--- src/rtl/ternary_dot_accumulator.sv ---
// Reduction stage for the ternary-multiply array: sums LANES signed 8-bit products per beat
// over a VEC_LEN-element vector and hands the dot product downstream over valid/ready.
module ternary_dot_accumulator #(
    parameter int LANES   = 16,
    parameter int VEC_LEN = 4096,
    parameter int ACC_W   = 20
) (
    input  logic                 clk,
    input  logic                 rst_n,
    input  logic                 in_valid,
    output logic                 in_ready,
    input  logic [LANES*8-1:0]   in_data,
    input  logic                 in_last,
    output logic                 out_valid,
    input  logic                 out_ready,
    output logic [ACC_W-1:0]     out_sum,
    output logic                 out_err
);

    localparam int BEATS  = VEC_LEN / LANES;
    localparam int LSUM_W = 8 + $clog2(LANES);
    localparam int CNT_W  = (BEATS > 1) ? $clog2(BEATS) : 1;
    localparam logic [CNT_W-1:0] LAST_BEAT = CNT_W'(BEATS - 1);

    typedef enum logic [1:0] {
        ST_ACCUM = 2'd0,
        ST_FLUSH = 2'd1,
        ST_OUT   = 2'd2
    } state_e;

    function automatic logic signed [LSUM_W-1:0] lane_sum(input logic [LANES*8-1:0] d);
        logic signed [LSUM_W-1:0] s;
        s = '0;
        for (int i = 0; i < LANES; i++) begin
            s = s + LSUM_W'(signed'(d[8*i +: 8]));
        end
        return s;
    endfunction

    state_e                    state_q,    state_d;
    logic [CNT_W-1:0]          beat_cnt_q, beat_cnt_d;
    logic signed [LSUM_W-1:0]  s1_sum_q,   s1_sum_d;
    logic                      s1_valid_q, s1_valid_d;
    logic                      s1_final_q, s1_final_d;
    logic                      s1_err_q,   s1_err_d;
    logic signed [ACC_W-1:0]   acc_q,      acc_d;
    logic [ACC_W-1:0]          out_sum_q,  out_sum_d;
    logic                      out_valid_q, out_valid_d;
    logic                      out_err_q,  out_err_d;
    logic                      in_ready_q, in_ready_d;

    logic                      beat_acc_s;
    logic                      at_last_beat_s;
    logic                      beat_final_s;
    logic signed [ACC_W-1:0]   acc_sum_s;

    // Next-state logic for stage 1, stage 2, beat counter and the output FSM.
    always_comb begin
        beat_acc_s     = in_valid && in_ready_q;
        at_last_beat_s = (beat_cnt_q == LAST_BEAT);
        beat_final_s   = in_last || at_last_beat_s;
        acc_sum_s      = acc_q + ACC_W'(s1_sum_q);

        state_d     = state_q;
        beat_cnt_d  = beat_cnt_q;
        s1_sum_d    = s1_sum_q;
        s1_valid_d  = beat_acc_s;
        s1_final_d  = s1_final_q;
        s1_err_d    = s1_err_q;
        acc_d       = acc_q;
        out_sum_d   = out_sum_q;
        out_valid_d = out_valid_q;
        out_err_d   = out_err_q;

        if (beat_acc_s) begin
            s1_sum_d   = lane_sum(in_data);
            s1_final_d = beat_final_s;
            s1_err_d   = in_last ^ at_last_beat_s;
            if (beat_final_s) begin
                beat_cnt_d = '0;
            end else begin
                beat_cnt_d = beat_cnt_q + CNT_W'(1);
            end
        end else begin
            beat_cnt_d = beat_cnt_q;
        end

        // A final entry closes the frame: capture the total and restart the accumulator.
        if (s1_valid_q) begin
            if (s1_final_q) begin
                out_sum_d = acc_sum_s;
                out_err_d = s1_err_q;
                acc_d     = '0;
            end else begin
                acc_d = acc_sum_s;
            end
        end else begin
            acc_d = acc_q;
        end

        case (state_q)
            ST_ACCUM: begin
                if (beat_acc_s && beat_final_s) begin
                    state_d = ST_FLUSH;
                end else begin
                    state_d = ST_ACCUM;
                end
            end
            ST_FLUSH: begin
                state_d = ST_OUT;
            end
            ST_OUT: begin
                if (!out_valid_q) begin
                    out_valid_d = 1'b1;
                end else if (out_ready) begin
                    out_valid_d = 1'b0;
                    state_d     = ST_ACCUM;
                end else begin
                    out_valid_d = 1'b1;
                end
            end
            default: begin
                state_d = ST_ACCUM;
            end
        endcase

        in_ready_d = (state_d == ST_ACCUM);
    end

    // State registers with synchronous active-low reset.
    always_ff @(posedge clk) begin
        if (!rst_n) begin
            state_q     <= ST_ACCUM;
            beat_cnt_q  <= '0;
            s1_sum_q    <= '0;
            s1_valid_q  <= 1'b0;
            s1_final_q  <= 1'b0;
            s1_err_q    <= 1'b0;
            acc_q       <= '0;
            out_sum_q   <= '0;
            out_valid_q <= 1'b0;
            out_err_q   <= 1'b0;
            in_ready_q  <= 1'b1;
        end else begin
            state_q     <= state_d;
            beat_cnt_q  <= beat_cnt_d;
            s1_sum_q    <= s1_sum_d;
            s1_valid_q  <= s1_valid_d;
            s1_final_q  <= s1_final_d;
            s1_err_q    <= s1_err_d;
            acc_q       <= acc_d;
            out_sum_q   <= out_sum_d;
            out_valid_q <= out_valid_d;
            out_err_q   <= out_err_d;
            in_ready_q  <= in_ready_d;
        end
    end

    assign in_ready  = in_ready_q;
    assign out_valid = out_valid_q;
    assign out_sum   = out_sum_q;
    assign out_err   = out_err_q;

endmodule

--- config.mk ---
export PLATFORM = sky130hd
export DESIGN_NAME = ternary_dot_accumulator
export DESIGN_NICKNAME = d
export VERILOG_FILES = /design/src/rtl/ternary_dot_accumulator.sv
export SDC_FILE = /design/constraint.sdc
export NUM_CORES = 1
export LEC_CHECK = 0
export CAP_MARGIN = 20
export CELL_PAD_IN_SITES_DETAIL_PLACEMENT = 1
export CELL_PAD_IN_SITES_GLOBAL_PLACEMENT = 2
export CORE_ASPECT_RATIO = 1.1
export CORE_MARGIN = 10
export CORE_UTILIZATION = 31
export DETAILED_ROUTE_END_ITERATION = 10
export PLACE_DENSITY_LB_ADDON = 0.1
export SKIP_CTS_REPAIR_TIMING = 1
export SLEW_MARGIN = 20
export SYNTH_ARGS = -nofsm -noshare
export SYNTH_HDL_FRONTEND = slang
export SYNTH_SLANG_ARGS = --single-unit
--- constraint.sdc ---
create_clock -name clk -period 8.01 [get_ports clk]
set_clock_uncertainty 0.1 [all_clocks]
set_input_delay 2.403 -clock clk [delete_from_list [all_inputs] [get_ports clk]]
set_output_delay 2.403 -clock clk [all_outputs]
set_load 0.05 [all_outputs]
==> results of run 1 <==
-- flip-flops by register name (all words and copies together) (netlist names) --
register / count
acc_q: 20
out_sum: 20
s1_sum_q: 12
beat_cnt_q: 8
state_q: 2
in_ready: 1
out_err: 1
out_valid: 1
s1_err_q: 1
s1_final_q: 1
s1_valid_q: 1
-- how the worst min path moves through the flow --
stage / startpoint / endpoint / slack, ns / depth (start not counted)
2_1_floorplan: state_q[0] / state_q[0] / 0.33 / 1
3_3_place_gp: s1_err_q / out_err / 0.35 / 2
3_5_place_dp: out_sum[11] / out_sum[11] / 0.35 / 2
4_1_cts: out_sum[11] / out_sum[11] / 0.36 / 2
5_1_grt: out_sum[0] / out_sum[0] / 0.38 / 2
6_report: out_sum[0] / out_sum[0] / 0.35 / 2
-- worst min-delay path: cells and delay by family (launching register included) --
| family | cells | cell delay (ns) |
|---|---|---|
| flops | 1 | 0.30 |
| simple gates | 1 | 0.05 |
| compound gates | 1 | 0.05 |
-- logic make-up (layout without fill, tap and decap cells) --
group / after synthesis / count (layout) / share of synthesized area [%]
buffers and inverters: 211 / 365 / 11.4
AND/OR/NAND/NOR: 171 / 171 / 11.5
adder cells (fa/ha/maj): 159 / 159 / 41.4
AO/OA/AOI/OAI: 129 / 129 / 12.3
flip-flops: 68 / 68 / 19.5
XOR/XNOR: 28 / 28 / 3.72
multiplexers: 1 / 1 / 0.143
-- per-layer routing --
metal	global-route usage [%]	vias to the layer above	routed length [µm]
met5	0	-	0
met1	14.9	2827	7640
met4	1.95	0	93
li1	-	2709	-
met3	3.11	8	744
met2	27.1	79	10500
-- through the flow --
| step | total power [µW] | hold WS [ns] | worst slack (ns) |
|---|---|---|---|
| after floorplan | 3260 | 0.328 | 0.616 |
| after global placement | 4090 | 0.345 | -0.0225 |
| after detailed placement | 4170 | 0.348 | -0.0841 |
| after CTS | 4630 | 0.356 | 0.261 |
| after global routing | 5230 | 0.382 | 0.0101 |
| final | 4520 | 0.351 | 0.307 |
-- placed cells by master, fill, tap and decap left out, types with 5 or more instances in the layout --
master | netlist | routed
o211ai_1 | 6 | 6
a22oi_1 | 8 | 8
ha_1 | 38 | 38
or3_1 | 7 | 7
nand4_1 | 10 | 10
nand3_1 | 18 | 18
dfxtp_1 | 68 | 68
a21oi_1 | 47 | 46
clkbuf_16 | 0 | 9
xnor2_1 | 14 | 14
inv_1 | 188 | 188
xor2_1 | 13 | 13
buf_4 | 0 | 5
clkdlybuf4s50_1 | 0 | 155
fa_1 | 121 | 121
o21bai_1 | 5 | 5
nor2_1 | 54 | 54
nand2_1 | 54 | 53
a211oi_1 | 5 | 5
a21o_1 | 10 | 10
o21ai_0 | 14 | 14
-- power breakdown --
| part | leakage (µW) | internal, µW | switching (µW) |
|---|---|---|---|
| Sequential | 0.000552 | 382 | 27.3 |
| Combinational | 0.00348 | 1750 | 1930 |
| Clock | 0.000153 | 281 | 147 |
-- layout make-up --
class | instances | area [µm²] | share of cell area [%]
timing repair buffer | 160 | 1590 | 17.3
clock buffer | 12 | 246 | 2.68
multi-input combinational | 488 | 4850 | 52.7
tap | 295 | 369 | 4.01
sequential | 68 | 1360 | 14.8
clock inverter | 4 | 72.6 | 0.789
inverter | 189 | 709 | 7.72
==> flow_metrics.py, run 1 <==
metrics = {
    "floorplan": {
        "floorplan.initialDensity_pct": 31.6,
        "fp.dieH_um": 178,
        "ios": 156,
        "die_w_um": 163,
        "core_um2": 22200,
        "num_rows": 57,
        "die_area_um2": 29000,
    },
    "grt": {
        "grt_use_total_pct": 13.8,
        "grt_pass1_wl_mm": 32.5,
        "antenna_found_initial": 0,
        "grt_pass1_vias": 6536,
        "grt_max_degree": 43,
        "overflow": 0,
    },
    "critical_path": {
        "crit_cells": 19,
        "reg2reg_from": "s1_sum_q[11]",
        "crit_family": "adder cells",
        "cp-end-kind": "register",
        "crit_chain": "clkdlybuf4s50_1 > inv_1 > fa_1 > inv_1 > fa_1 > fa_1 > fa_1 > fa_1 > inv_1 > fa_1 > inv_1 > ha_1 > a21o_1 > a21oi_1 > o21bai_1 > a31o_2 > a41oi_1 > mux2i_1 > nand3_1",
        "reg2reg_slack_ns": 5.21,
        "worstReg2RegEnd": "acc_q[19]",
        "cp-start-kind": "input port",
        "crit_top_cell": "fa_1",
        "slowest_stage": "fa_1",
        "worstPathArrival_ns": 7.83,
        "cp.required_ns": 8.13,
        "worstRegToRegCells": 7,
        "endpoint": "s1_sum_q[11]",
        "worstSetupPathType": "in2reg",
        "critPathMaxFanout": 2,
        "slowest_delay_ns": 0.55,
        "cp.buffers_inverters": 5,
        "startpoint": "in_data[3]",
    },
    "timing": {
        "fmax_mhz": 130,
        "slew_headroom_pct": 27.7,
        "grt_setup_unrepaired": "no",
        "finalHoldViolations": 0,
        "tightest_slew_ns": 1.08,
        "post-route-min-period_ns": 7.70,
        "drv_slew": 0,
        "timing.final.crit_share_pct": 96.2,
        "setup_violations": 0,
        "fin_tns_setup_ns": 0,
    },
    "finish": {
        "fin_area_um2": 9190,
        "postLayoutCoreUtil_pct": 41.5,
        "instances_no_fill": 1216,
        "fill_cells": 2531,
        "area_growth_pct": 31.4,
        "drive_above_1_share_pct": 3.58,
        "diodes": 0,
        "nets": 1208,
    },
    "placed_design": {
        "gp_congestion": 0.769,
        "dp_hpwl_mm": 16.2,
        "port_buffers": 155,
        "placed_cell_area_um2": 8870,
        "placedCellCount": 1200,
    },
    "logic_synthesis": {
        "synth_flop_cell": "dfxtp_1",
        "ys_warn_count": 0,
        "seq_area_frac_synth_pct": 19.5,
        "synth.most_common_cell": "inv_1",
        "yosys.area.top_type_share_pct": 34.6,
        "synth_common_cells": "inv_1, fa_1, dfxtp_1",
        "synthCells": 767,
        "synth.area.top_cells": "fa_1, dfxtp_1, inv_1, ha_1, a21oi_1",
        "avgSynthCellArea_um2": 9.12,
        "synthArstFlopShare_pct": 0,
        "yosysUniqueCellTypes": 53,
        "ys_ff_latch": 68,
        "synth_area_um2": 7000,
        "synth_edf_count": 0,
        "synth_top_area_cell": "fa_1",
        "synth_nets": 1059,
    },
    "run_status": {
        "status": "completed",
    },
    "clocking": {
        "cts_num_sinks": 68,
        "clockBufferDepth": 2,
        "htree_levels": 3,
        "path_clk_slew_ns": 0.06,
        "cts_buffers": 9,
        "clk_latency_ns": 0.34,
        "cts_tree": "yes",
        "cts-root-buf": "clkbuf_16",
    },
    "routing": {
        "drc": 0,
        "vias": 5623,
        "initialDrtViolationCount": 176,
        "drtAntennaViolNets": 0,
        "wire_per_inst_um": 15.6,
        "dr.pass1.iters": 4,
        "avgViaCountPerCell": 4.62,
        "wl_mm": 19.0,
    },
    "power_and_ir_drop": {
        "ir_drop_v": 0.000562,
        "leakage_uw": 0.00418,
        "power_density_nw_per_um2": 492,
    },
    "job": {
        "cap_viol_max_count": 0,
    },
    "hold_path": {
        "hold_class": "reg2reg",
    },
}
(Power assumes the default switching activity.)
==> run 2: changes to the inputs <==
--- a/config.mk
+++ b/config.mk
@@ -11,6 +11,7 @@
 export CORE_ASPECT_RATIO = 1.1
 export CORE_MARGIN = 10
 export CORE_UTILIZATION = 31
+export CTS_CLUSTER_DIAMETER = 100
 export DETAILED_ROUTE_END_ITERATION = 10
 export PLACE_DENSITY_LB_ADDON = 0.1
 export SKIP_CTS_REPAIR_TIMING = 1
==> results of run 2 <==
No change in the layout: final DEF, timing and power equal those of run 1.
